## src/rtl/usb_fifo_pkg.sv

```systemverilog
// Shared types and constants for the FX2 slave-FIFO controller.
package usb_fifo_pkg;

  localparam int FD_W = 16;

  localparam logic [1:0] EP2_ADDR = 2'b00;
  localparam logic [1:0] EP6_ADDR = 2'b10;

  typedef enum logic [2:0] {
    S_IDLE,
    S_RD_SETUP,
    S_RD,
    S_WR_SETUP,
    S_WR,
    S_TURN
  } state_e;

endpackage

```

## src/rtl/usb_rx_skid.sv

```systemverilog
// Two-entry FIFO absorbing EP2 words while the rx consumer stalls.
module usb_rx_skid #(
  parameter int W = 16
) (
  input  logic         clk_i,
  input  logic         rst_i,
  input  logic         push_i,
  input  logic [W-1:0] data_i,
  input  logic         pop_i,
  output logic [W-1:0] data_o,
  output logic [1:0]   count_o,
  output logic         full_o,
  output logic         afull_o
);
  logic [W-1:0] mem_q [2];
  logic         wp_q, rp_q;
  logic [1:0]   cnt_q;
  logic         push, pop;

  assign full_o  = (cnt_q == 2'd2);
  assign afull_o = (cnt_q == 2'd1);
  assign count_o = cnt_q;
  assign push    = push_i & ~full_o;
  assign pop     = pop_i & (cnt_q != 2'd0);
  assign data_o  = mem_q[rp_q];

  always_ff @(posedge clk_i or posedge rst_i) begin
    if (rst_i) begin
      wp_q  <= 1'b0;
      rp_q  <= 1'b0;
      cnt_q <= 2'd0;
    end else begin
      if (push) wp_q <= ~wp_q;
      if (pop)  rp_q <= ~rp_q;
      cnt_q <= cnt_q + {1'b0, push} - {1'b0, pop};
    end
  end

  // Storage needs no reset: count gates visibility of every entry.
  always_ff @(posedge clk_i) begin
    if (push) mem_q[wp_q] <= data_i;
  end

endmodule

```

## src/rtl/usb_slave_fifo_ctrl.sv

```systemverilog
// FX2 synchronous slave-FIFO master: EP2 -> rx stream, tx stream -> EP6,
// bounded bursts with a bus-turnaround cycle between directions.
module usb_slave_fifo_ctrl
  import usb_fifo_pkg::*;
#(
  parameter int         MAX_BURST  = 256,
  parameter logic [1:0] EP_RD_ADDR = EP2_ADDR,
  parameter logic [1:0] EP_WR_ADDR = EP6_ADDR
) (
  input  logic            cyp_clk,
  input  logic            rst,
  output logic [1:0]      usb_fifoaddr,
  output logic            usb_slcs,
  output logic            usb_sloe,
  output logic            usb_slrd,
  output logic            usb_slwr,
  input  logic [FD_W-1:0] usb_fd_i,
  output logic [FD_W-1:0] usb_fd_o,
  output logic            usb_fd_oe,
  input  logic            usb_flaga,
  input  logic            usb_flagc,
  output logic            pa0,
  output logic [FD_W-1:0] rx_data,
  output logic            rx_valid,
  input  logic            rx_ready,
  input  logic [FD_W-1:0] tx_data,
  input  logic            tx_valid,
  output logic            tx_ready
);
  localparam int            BW         = $clog2(MAX_BURST);
  localparam logic [BW-1:0] BURST_LAST = BW'(MAX_BURST - 1);

  state_e        state_q, state_d;
  logic [BW-1:0] burst_q, burst_d;
  logic          last_wr_q, last_wr_d, cur_wr_q, cur_wr_d;
  logic [1:0]    skid_cnt;
  logic          skid_full, skid_afull, skid_pop;
  logic          rd_req, wr_req, rd_fire, wr_fire;

  assign pa0      = 1'b1;
  assign rx_valid = (skid_cnt != 2'd0);
  assign skid_pop = rx_valid & rx_ready;
  assign rd_req   = usb_flaga & ~skid_full;
  assign wr_req   = usb_flagc & tx_valid;
  assign rd_fire  = (state_q == S_RD) & rd_req;
  assign wr_fire  = (state_q == S_WR) & wr_req;

  usb_rx_skid #(.W(FD_W)) u_skid (
    .clk_i   (cyp_clk),
    .rst_i   (rst),
    .push_i  (rd_fire),
    .data_i  (usb_fd_i),
    .pop_i   (skid_pop),
    .data_o  (rx_data),
    .count_o (skid_cnt),
    .full_o  (skid_full),
    .afull_o (skid_afull)
  );

  always_ff @(posedge cyp_clk or posedge rst) begin
    if (rst) begin
      state_q   <= S_IDLE;
      burst_q   <= '0;
      last_wr_q <= 1'b1;
      cur_wr_q  <= 1'b1;
    end else begin
      state_q   <= state_d;
      burst_q   <= burst_d;
      last_wr_q <= last_wr_d;
      cur_wr_q  <= cur_wr_d;
    end
  end

  always_comb begin
    state_d      = state_q;
    burst_d      = burst_q;
    last_wr_d    = last_wr_q;
    cur_wr_d     = cur_wr_q;
    usb_slcs     = 1'b1;
    usb_sloe     = 1'b1;
    usb_slrd     = 1'b1;
    usb_slwr     = 1'b1;
    usb_fifoaddr = EP_RD_ADDR;
    usb_fd_oe    = 1'b0;
    usb_fd_o     = '0;
    tx_ready     = 1'b0;
    unique case (state_q)
      S_IDLE: begin
        if (rd_req && (!wr_req || last_wr_q)) begin
          state_d  = S_RD_SETUP;
          cur_wr_d = 1'b0;
        end else if (wr_req) begin
          state_d  = S_WR_SETUP;
          cur_wr_d = 1'b1;
        end
      end
      S_RD_SETUP: begin
        usb_slcs = 1'b0;
        usb_sloe = 1'b0;
        state_d  = S_RD;
      end
      S_RD: begin
        usb_slcs = 1'b0;
        usb_sloe = 1'b0;
        usb_slrd = ~rd_fire;
        // Leave as soon as this read will fill the skid, so no read is wasted.
        if (!rd_fire || burst_q == BURST_LAST || (skid_afull && !skid_pop)) begin
          state_d = S_TURN;
          burst_d = '0;
        end else begin
          burst_d = burst_q + 1'b1;
        end
      end
      S_WR_SETUP: begin
        usb_slcs     = 1'b0;
        usb_fifoaddr = EP_WR_ADDR;
        state_d      = S_WR;
      end
      S_WR: begin
        usb_slcs     = 1'b0;
        usb_fifoaddr = EP_WR_ADDR;
        usb_fd_oe    = 1'b1;
        if (wr_fire) begin
          usb_slwr = 1'b0;
          usb_fd_o = tx_data;
          tx_ready = 1'b1;
        end
        if (!wr_fire || burst_q == BURST_LAST) begin
          state_d = S_TURN;
          burst_d = '0;
        end else begin
          burst_d = burst_q + 1'b1;
        end
      end
      S_TURN: begin
        usb_slcs  = 1'b0;
        last_wr_d = cur_wr_q;
        state_d   = S_IDLE;
      end
      default: state_d = S_IDLE;
    endcase
  end

endmodule

```

## config.mk

```make
export PLATFORM = sky130hd
export DESIGN_NAME = usb_slave_fifo_ctrl
export DESIGN_NICKNAME = d
export VERILOG_FILES = /design/src/rtl/usb_fifo_pkg.sv /design/src/rtl/usb_rx_skid.sv /design/src/rtl/usb_slave_fifo_ctrl.sv
export SDC_FILE = /design/constraint.sdc
export NUM_CORES = 1
export LEC_CHECK = 0
export ABC_AREA = 1
export CAP_MARGIN = 30
export CORE_MARGIN = 2
export CORE_UTILIZATION = 46
export DETAILED_ROUTE_END_ITERATION = 8
export GPL_ROUTABILITY_DRIVEN = 0
export MAX_ROUTING_LAYER = met4
export PLACE_DENSITY = 0.8
export SLEW_MARGIN = 10
export SYNTH_ARGS = -nofsm -noshare
export SYNTH_HDL_FRONTEND = slang
export SYNTH_SLANG_ARGS = --single-unit
```

## constraint.sdc

```tcl
create_clock -name cyp_clk -period 2.8 [get_ports cyp_clk]
set_clock_uncertainty 0.2 [all_clocks]
set_input_delay 0.28 -clock cyp_clk [delete_from_list [all_inputs] [get_ports cyp_clk]]
set_output_delay 0.28 -clock cyp_clk [all_outputs]
set_load 0.02 [all_outputs]
```

## Word level (Yosys, flattened, before mapping)

Memories as Yosys holds them, arrays and structs flattened.
Index checks and enable logic that the tools add are counted.

- RAM bits: 32
- Memories: 1
- Logic and storage cells: 75
- Input bits: 38
- Output and inout port bits: 42
- Bits in registers: 17

- Multiplexer cells: 23
- Add/subtract/negate cells: 3
- Reductions and logical operators: 19
- Equal/unequal tests: 11
- Bitwise gates (word level): 11

Memory list:

| name | depth | width | read ports | clocked after memory_dff | write ports | line | source |
|---|---|---|---|---|---|---|---|
| u_skid.mem_q | 2 | 16 | 1 | 0 | 1 | usb_rx_skid.sv:15 | `logic [W-1:0] mem_q [2];` |

Operators with widths:

| cell | count |
|---|---|
| $mux W16 | 2 |
| $mux W8 | 2 |
| $pmux W8 S2 | 1 |
| $pmux W3 S5 | 1 |
| $mux W1 | 12 |
| $mux W3 | 4 |
| $add A8 B1 Y8 const B | 1 |
| $eq A8 B8 Y1 const B | 1 |
| $and A1 B1 Y1 | 7 |
| $eq A3 B2 Y1 const B | 2 |
| $eq A3 B3 Y1 const B | 2 |
| $reduce_bool A2 Y1 | 3 |
| $reduce_or A5 Y1 | 1 |
| $logic_not A1 Y1 | 4 |
| $logic_or A1 B1 Y1 | 4 |
| $ne A2 B1 Y1 const B | 2 |
| $not A1 Y1 | 4 |
| $reduce_or A2 Y1 | 2 |
| $eq A3 B1 Y1 const B | 1 |
| $logic_not A3 Y1 | 1 |
| $ne A3 B3 Y1 const B | 1 |
| $reduce_and A3 Y1 | 1 |
| $add A2 B1 Y2 | 1 |
| $eq A2 B1 Y1 const B | 1 |
| other kinds (5) | 6 |

## Depth between registers and ports, before layout

Gate-level depths: netlist (run 1).

- Depth in word-level cells: 9
- Mapped depth: 9
- Mapped depth without buffers: 9

## Modules after synthesis

A second synthesis (run 1) with hierarchy kept.

- Cells, all modules: 289
- Area total of the unflattened synthesis: 2595.0 um2

By module, submodules not included:

| module | area each (um2) | cells an instance | instances |
|---|---|---|---|
| usb_rx_skid | 1438.9 | 118 | 1 |
| usb_slave_fifo_ctrl | 1156.1 | 171 | 1 |

## Least setup slack after synthesis (run 1)

Ideal clock, no wire load.

- Path kind: register to register
- Start point: register state_q[0]
- End point: memory u_skid.mem_q[1][0] (enable)
- Clock period less this slack: 2241 ps
- Library setup time: 389 ps
- Data required time: 2211 ps
- Slack: 559 ps
- Data arrival time: 1652 ps
- Stages on the path, launching flop included: 6
- Cell sequence: dfrtp_1 -> inv_1 -> nand3_2 -> nor2_4 -> inv_1 -> nor2_1

- Cells in the longest elaborated chain, start to end: 5

RTL lines:

| what | line | source |
|---|---|---|
| from (decl) | usb_slave_fifo_ctrl.sv:33 | `state_e state_q, state_d;` |
| from (signal assigned) | usb_slave_fifo_ctrl.sv:67 | `state_q <= state_d;` |
| $eq A3 B2 Y1 | usb_slave_fifo_ctrl.sv:45 | `assign rd_fire = (state_q == S_RD) & rd_req;` |
| $and A1 B1 Y1 | usb_slave_fifo_ctrl.sv:45 |  |
| $and A1 B1 Y1 | usb_rx_skid.sv:23 | `assign push = push_i & ~full_o;` |
| via u_skid.push | usb_rx_skid.sv:18 | `logic push, pop;` |
| $mux W1 | usb_rx_skid.sv:41 | `if (push) mem_q[wp_q] <= data_i;` |
| $mux W1 (implied by the code) | usb_rx_skid.sv:41 |  |
| to (decl) | usb_rx_skid.sv:15 |  |

The timed path passes the listed nets, and every way through them passes these cells.

## Final worst setup path (run 1)

- Start point: register state_q[1]
- End point: output usb_fd_o[7]

- Cells in the longest elaborated chain, start to end: 4

RTL lines:

| what | line | source |
|---|---|---|
| $eq A3 B3 Y1 * | usb_slave_fifo_ctrl.sv:46, usb_slave_fifo_ctrl.sv:87 |  |
| $and A1 B1 Y1 | usb_slave_fifo_ctrl.sv:46 | `assign wr_fire = (state_q == S_WR) & wr_req;` |
| $mux W16 | usb_slave_fifo_ctrl.sv:123 | `if (wr_fire) begin` |
| $mux W16 * | usb_slave_fifo_ctrl.sv:87 | `unique case (state_q)` |
| to (decl) | usb_slave_fifo_ctrl.sv:18 | `output logic [FD_W-1:0] usb_fd_o,` |

Mark *: on every way between the ends. The rest lies on a longest branch, timed or not.

==> results.txt, run 1 <==
For this run, the leading register cell type out of synthesis is sky130_fd_sc_hd__edfxtp_1. The run gives 1961 as the via count of the first global-routing pass. The routed design has 5160 um of wire. Clock-pin slew was measured on the worst setup and hold paths at 0.08 ns.

Beginning of the worst register-to-register path: state_q[0]. Setup violations remaining at the end of the flow were counted as 0. The wire length per cell after detailed routing is 12.0 um, and the area enclosed by the die boundary is 6040 um2. The final critical path time including I/O delays and setup was 2.44 ns; the unique cell type count in the Yosys netlist was 32. After floorplanning, the core was divided into 26 placement rows. The nature of the critical path endpoint is an output port.

The vertical die dimension was 77.7 um. Static timing analysis puts the maximum clock frequency at 409 MHz. The worst setup slack after layout was 0.357 ns; the portion of the clock cycle consumed by the worst path in the final layout was 87.3%. The run gives 97 as the first-iteration detailed-routing DRC count.

Once the clock tree was built, the resizer swapped 0 gates to a different size. After synthesis, flip-flops and latches occupy 55.5% of the total area. For the top-level port count, the log shows 80. For this run, global-route usage on met1 was measured as 20.6%.

For this configuration, the core starts out at a cell density of 48.4%. For this run, global-route usage on met2 was measured as 33.3%. The repair_antennas step left the layout with diodes totalling 0. The reg-to-reg critical path endpoint is u_skid.mem_q[0][7]. For the worst setup path, the data required time is 2.32 ns.

The number of endpoints with negative hold slack in the final report is 0. Total routing resource utilization after global routing: 18.7%. Clock insertion delay at the later pin of the skew report: 0.29 ns. Arrival time of the worst setup path: 1.96 ns. The run finished with clean final reports. In this run the most used layer during global routing was met2. The critical-path maximum fanout is 18, and the power density over the cells is 780 nW/um2.

The category of the critical setup timing path is reg2out. The hold buffer count at CTS was 0; the worst slew margin relative to its limit was 54.1%. Maximum number of pins on one net before global-route repair: 19. Timing analysis after detailed placement gives a worst setup slack of 0.458 ns. Total number of clock tree sinks: 49. TritonCTS built the clock tree.

The detailed-route vias per instance was 4.61. The beginning of the critical path was state_q[1]. The commonest cells after synthesis are sky130_fd_sc_hd__nand2_1, sky130_fd_sc_hd__inv_1, sky130_fd_sc_hd__edfxtp_1.

The number of antenna violations at the first check in global routing was 0; the average instance area after synthesis was 8.93 um2. Transition time of the tightest slew-check pin: 0.688 ns. After synthesis, the share of flip-flops with an asynchronous set or reset is 34.7%. The logs give 0 for the final number of max-transition violations and 0 for the remaining routing DRC violations. For the total number of H-tree levels, the log shows 2.

The die is 77.7 um wide. Clock tree synthesis selected as its root buffer the cell sky130_fd_sc_hd__clkbuf_8. The number of buffers on the longest clock path came out at 2. For this block, the via count after detailed routing is 1990.

Yosys attributes the largest share of cell area to sky130_fd_sc_hd__edfxtp_1, sky130_fd_sc_hd__dfrtp_1, sky130_fd_sc_hd__nand2_1. In this run the worst hold path is classified as in2async. The pre-antenna-repair detailed-routing pass consisted of 4 iterations. Cell with the most instances after synthesis: sky130_fd_sc_hd__nand2_1.

In the final design database the tool counted 402 nets. In this run the remaining antenna-violating nets after routing total 0. Setup slack on the worst flop-to-flop path: 0.76 ns. The analysis attributes to cell leakage a power of 1.64 nW.

The worst ir drop on vdd came out at 0.000509 V. The area growth from synthesis to layout is 38.1%. For the number of warning messages in the yosys log, the log shows 0. The post-synth net total was 321; the global-route met3 utilization was 4.77%.

Total of flip-flops plus latches after synthesis: 49. Post-CTS timing repair inserted 0 buffers for setup. The wire-length estimate of the detail-placed layout is 4010 um. Clock buffer count from CTS: 5. For the aggregate global routing overflow, the log shows 0. The share of synthesized area in the top cell type comes to 38.4%. Setup total negative slack on the finished layout was measured at 0 ns. Synthesis produced a netlist whose cell count is 280.

Number of buffers inserted by port buffering: 77. The biggest area contributor in the post-synthesis netlist is sky130_fd_sc_hd__edfxtp_1. The worst register-to-register path has a depth of 6. For the placeable core region, the log shows 5170 um2. Setup repair after global routing left no endpoint under its margin.

Counting flops with a built-in enable in the synthesized netlist gives 32. The worst hold slack after final layout was 0.197 ns. The global-route wire length before repair was 8700 um; the fraction of layout cells with a size suffix above 1 was 12.2%. The number of max-cap violations was 0.

STA classifies the critical path startpoint as a register. The total standard cell area after synthesis is 2500 um2.
layer usage:
metal	vias up	routed length [um]
met3	2	279
met2	54	2840
met5	-	0
met4	0	14
met1	916	2030
li1	1018	-
per-stage QoR:
stage | util (%) | std cells | cell area (um2) | total power [mW]
2_1_floorplan | - | 280 | 2500 | 1.72
3_3_place_gp | 64.6 | 424 | 3340 | 2.19
3_5_place_dp | 64.6 | 424 | 3340 | 2.23
4_1_cts | 66.8 | 432 | 3450 | 2.71
5_1_grt | 66.8 | 432 | 3450 | 2.87
6_report | 66.8 | 432 | 3450 | 2.69
flip-flops by register name, indices dropped and copies added (netlist names):
name            cells
u_skid.mem_q       32
burst_q             8
state_q             3
u_skid.count_o      2
cur_wr_q            1
last_wr_q           1
u_skid.rp_q         1
u_skid.wp_q         1
cell families (layout without fill, tap and decap cells):
| group | after synthesis | count (layout) | share of synthesized area, % |
|---|---|---|---|
| AO/OA/AOI/OAI | 6 | 6 | 1.45 |
| XOR/XNOR | 7 | 7 | 2.45 |
| adder cells (fa/ha/maj) | 3 | 3 | 1.50 |
| buffers and inverters | 54 | 136 | 9.10 |
| flip-flops | 49 | 49 | 55.5 |
| other | 2 | 2 | 0.300 |
| AND/OR/NAND/NOR | 159 | 159 | 29.7 |
area by class of cell:
type                            instances  area, um2
Inverter                               48        188
Fill cell                             396       1720
Clock buffer                            6       72.6
Sequential cell                        49       1390
Clock inverter                          2       38.8
Timing Repair Buffer                   80        793
Multi-Input combinational cell        177        885
Tap cell                               70       87.6
cells in the final DEF, fill, tap and decap left out, types with 3 or more instances in the layout:
master | netlist | layout
sky130_fd_sc_hd__nor2_1 | 25 | 25
sky130_fd_sc_hd__xor2_1 | 5 | 5
sky130_fd_sc_hd__nor2_2 | 3 | 3
sky130_fd_sc_hd__clkdlybuf4s50_1 | 0 | 77
sky130_fd_sc_hd__nand2_1 | 94 | 94
sky130_fd_sc_hd__nand3_2 | 8 | 8
sky130_fd_sc_hd__dfrtp_1 | 15 | 15
sky130_fd_sc_hd__buf_4 | 2 | 3
sky130_fd_sc_hd__nand4_1 | 3 | 3
sky130_fd_sc_hd__nand2_2 | 12 | 12
sky130_fd_sc_hd__clkbuf_8 | 0 | 5
sky130_fd_sc_hd__edfxtp_1 | 32 | 32
sky130_fd_sc_hd__nand3_1 | 9 | 9
sky130_fd_sc_hd__ha_1 | 3 | 3
sky130_fd_sc_hd__inv_1 | 43 | 43
critical path: stages (launching register included):
cell,delay (ns)
sky130_fd_sc_hd__dfrtp_1,0.46
sky130_fd_sc_hd__nor2_2,0.12
sky130_fd_sc_hd__nand2_2,0.11
sky130_fd_sc_hd__nor2_4,0.15
sky130_fd_sc_hd__inv_4,0.11
sky130_fd_sc_hd__nor2_1,0.11
sky130_fd_sc_hd__clkdlybuf4s50_1,0.62
how the worst max path moves through the flow:
stage,endpoint,cells past startpoint
3_5_place_dp,usb_fd_o[7],6
6_report,usb_fd_o[7],6
4_1_cts,usb_fd_o[7],6
3_3_place_gp,usb_fd_o[0],6
5_1_grt,usb_fd_o[7],6
2_1_floorplan,u_skid.mem_q[1][0],5
power by group:
| group | switching [mW] | internal, mW |
|---|---|---|
| Sequential | 0.0747 | 0.900 |
| Combinational | 0.725 | 0.506 |
| Clock | 0.220 | 0.268 |
| Total | 1.02 | 1.67 |
Note: power is estimated with default switching activity, not from simulation.
==> run 2, diff against run 1 <==
--- a/config.mk
+++ b/config.mk
@@ -13,7 +13,6 @@
 export GPL_ROUTABILITY_DRIVEN = 0
 export MAX_ROUTING_LAYER = met4
 export PLACE_DENSITY = 0.8
-export SLEW_MARGIN = 10
 export SYNTH_ARGS = -nofsm -noshare
 export SYNTH_HDL_FRONTEND = slang
 export SYNTH_SLANG_ARGS = --single-unit
==> results of run 2 <==
The final DEF is identical to that of run 1; final timing and power are the same.
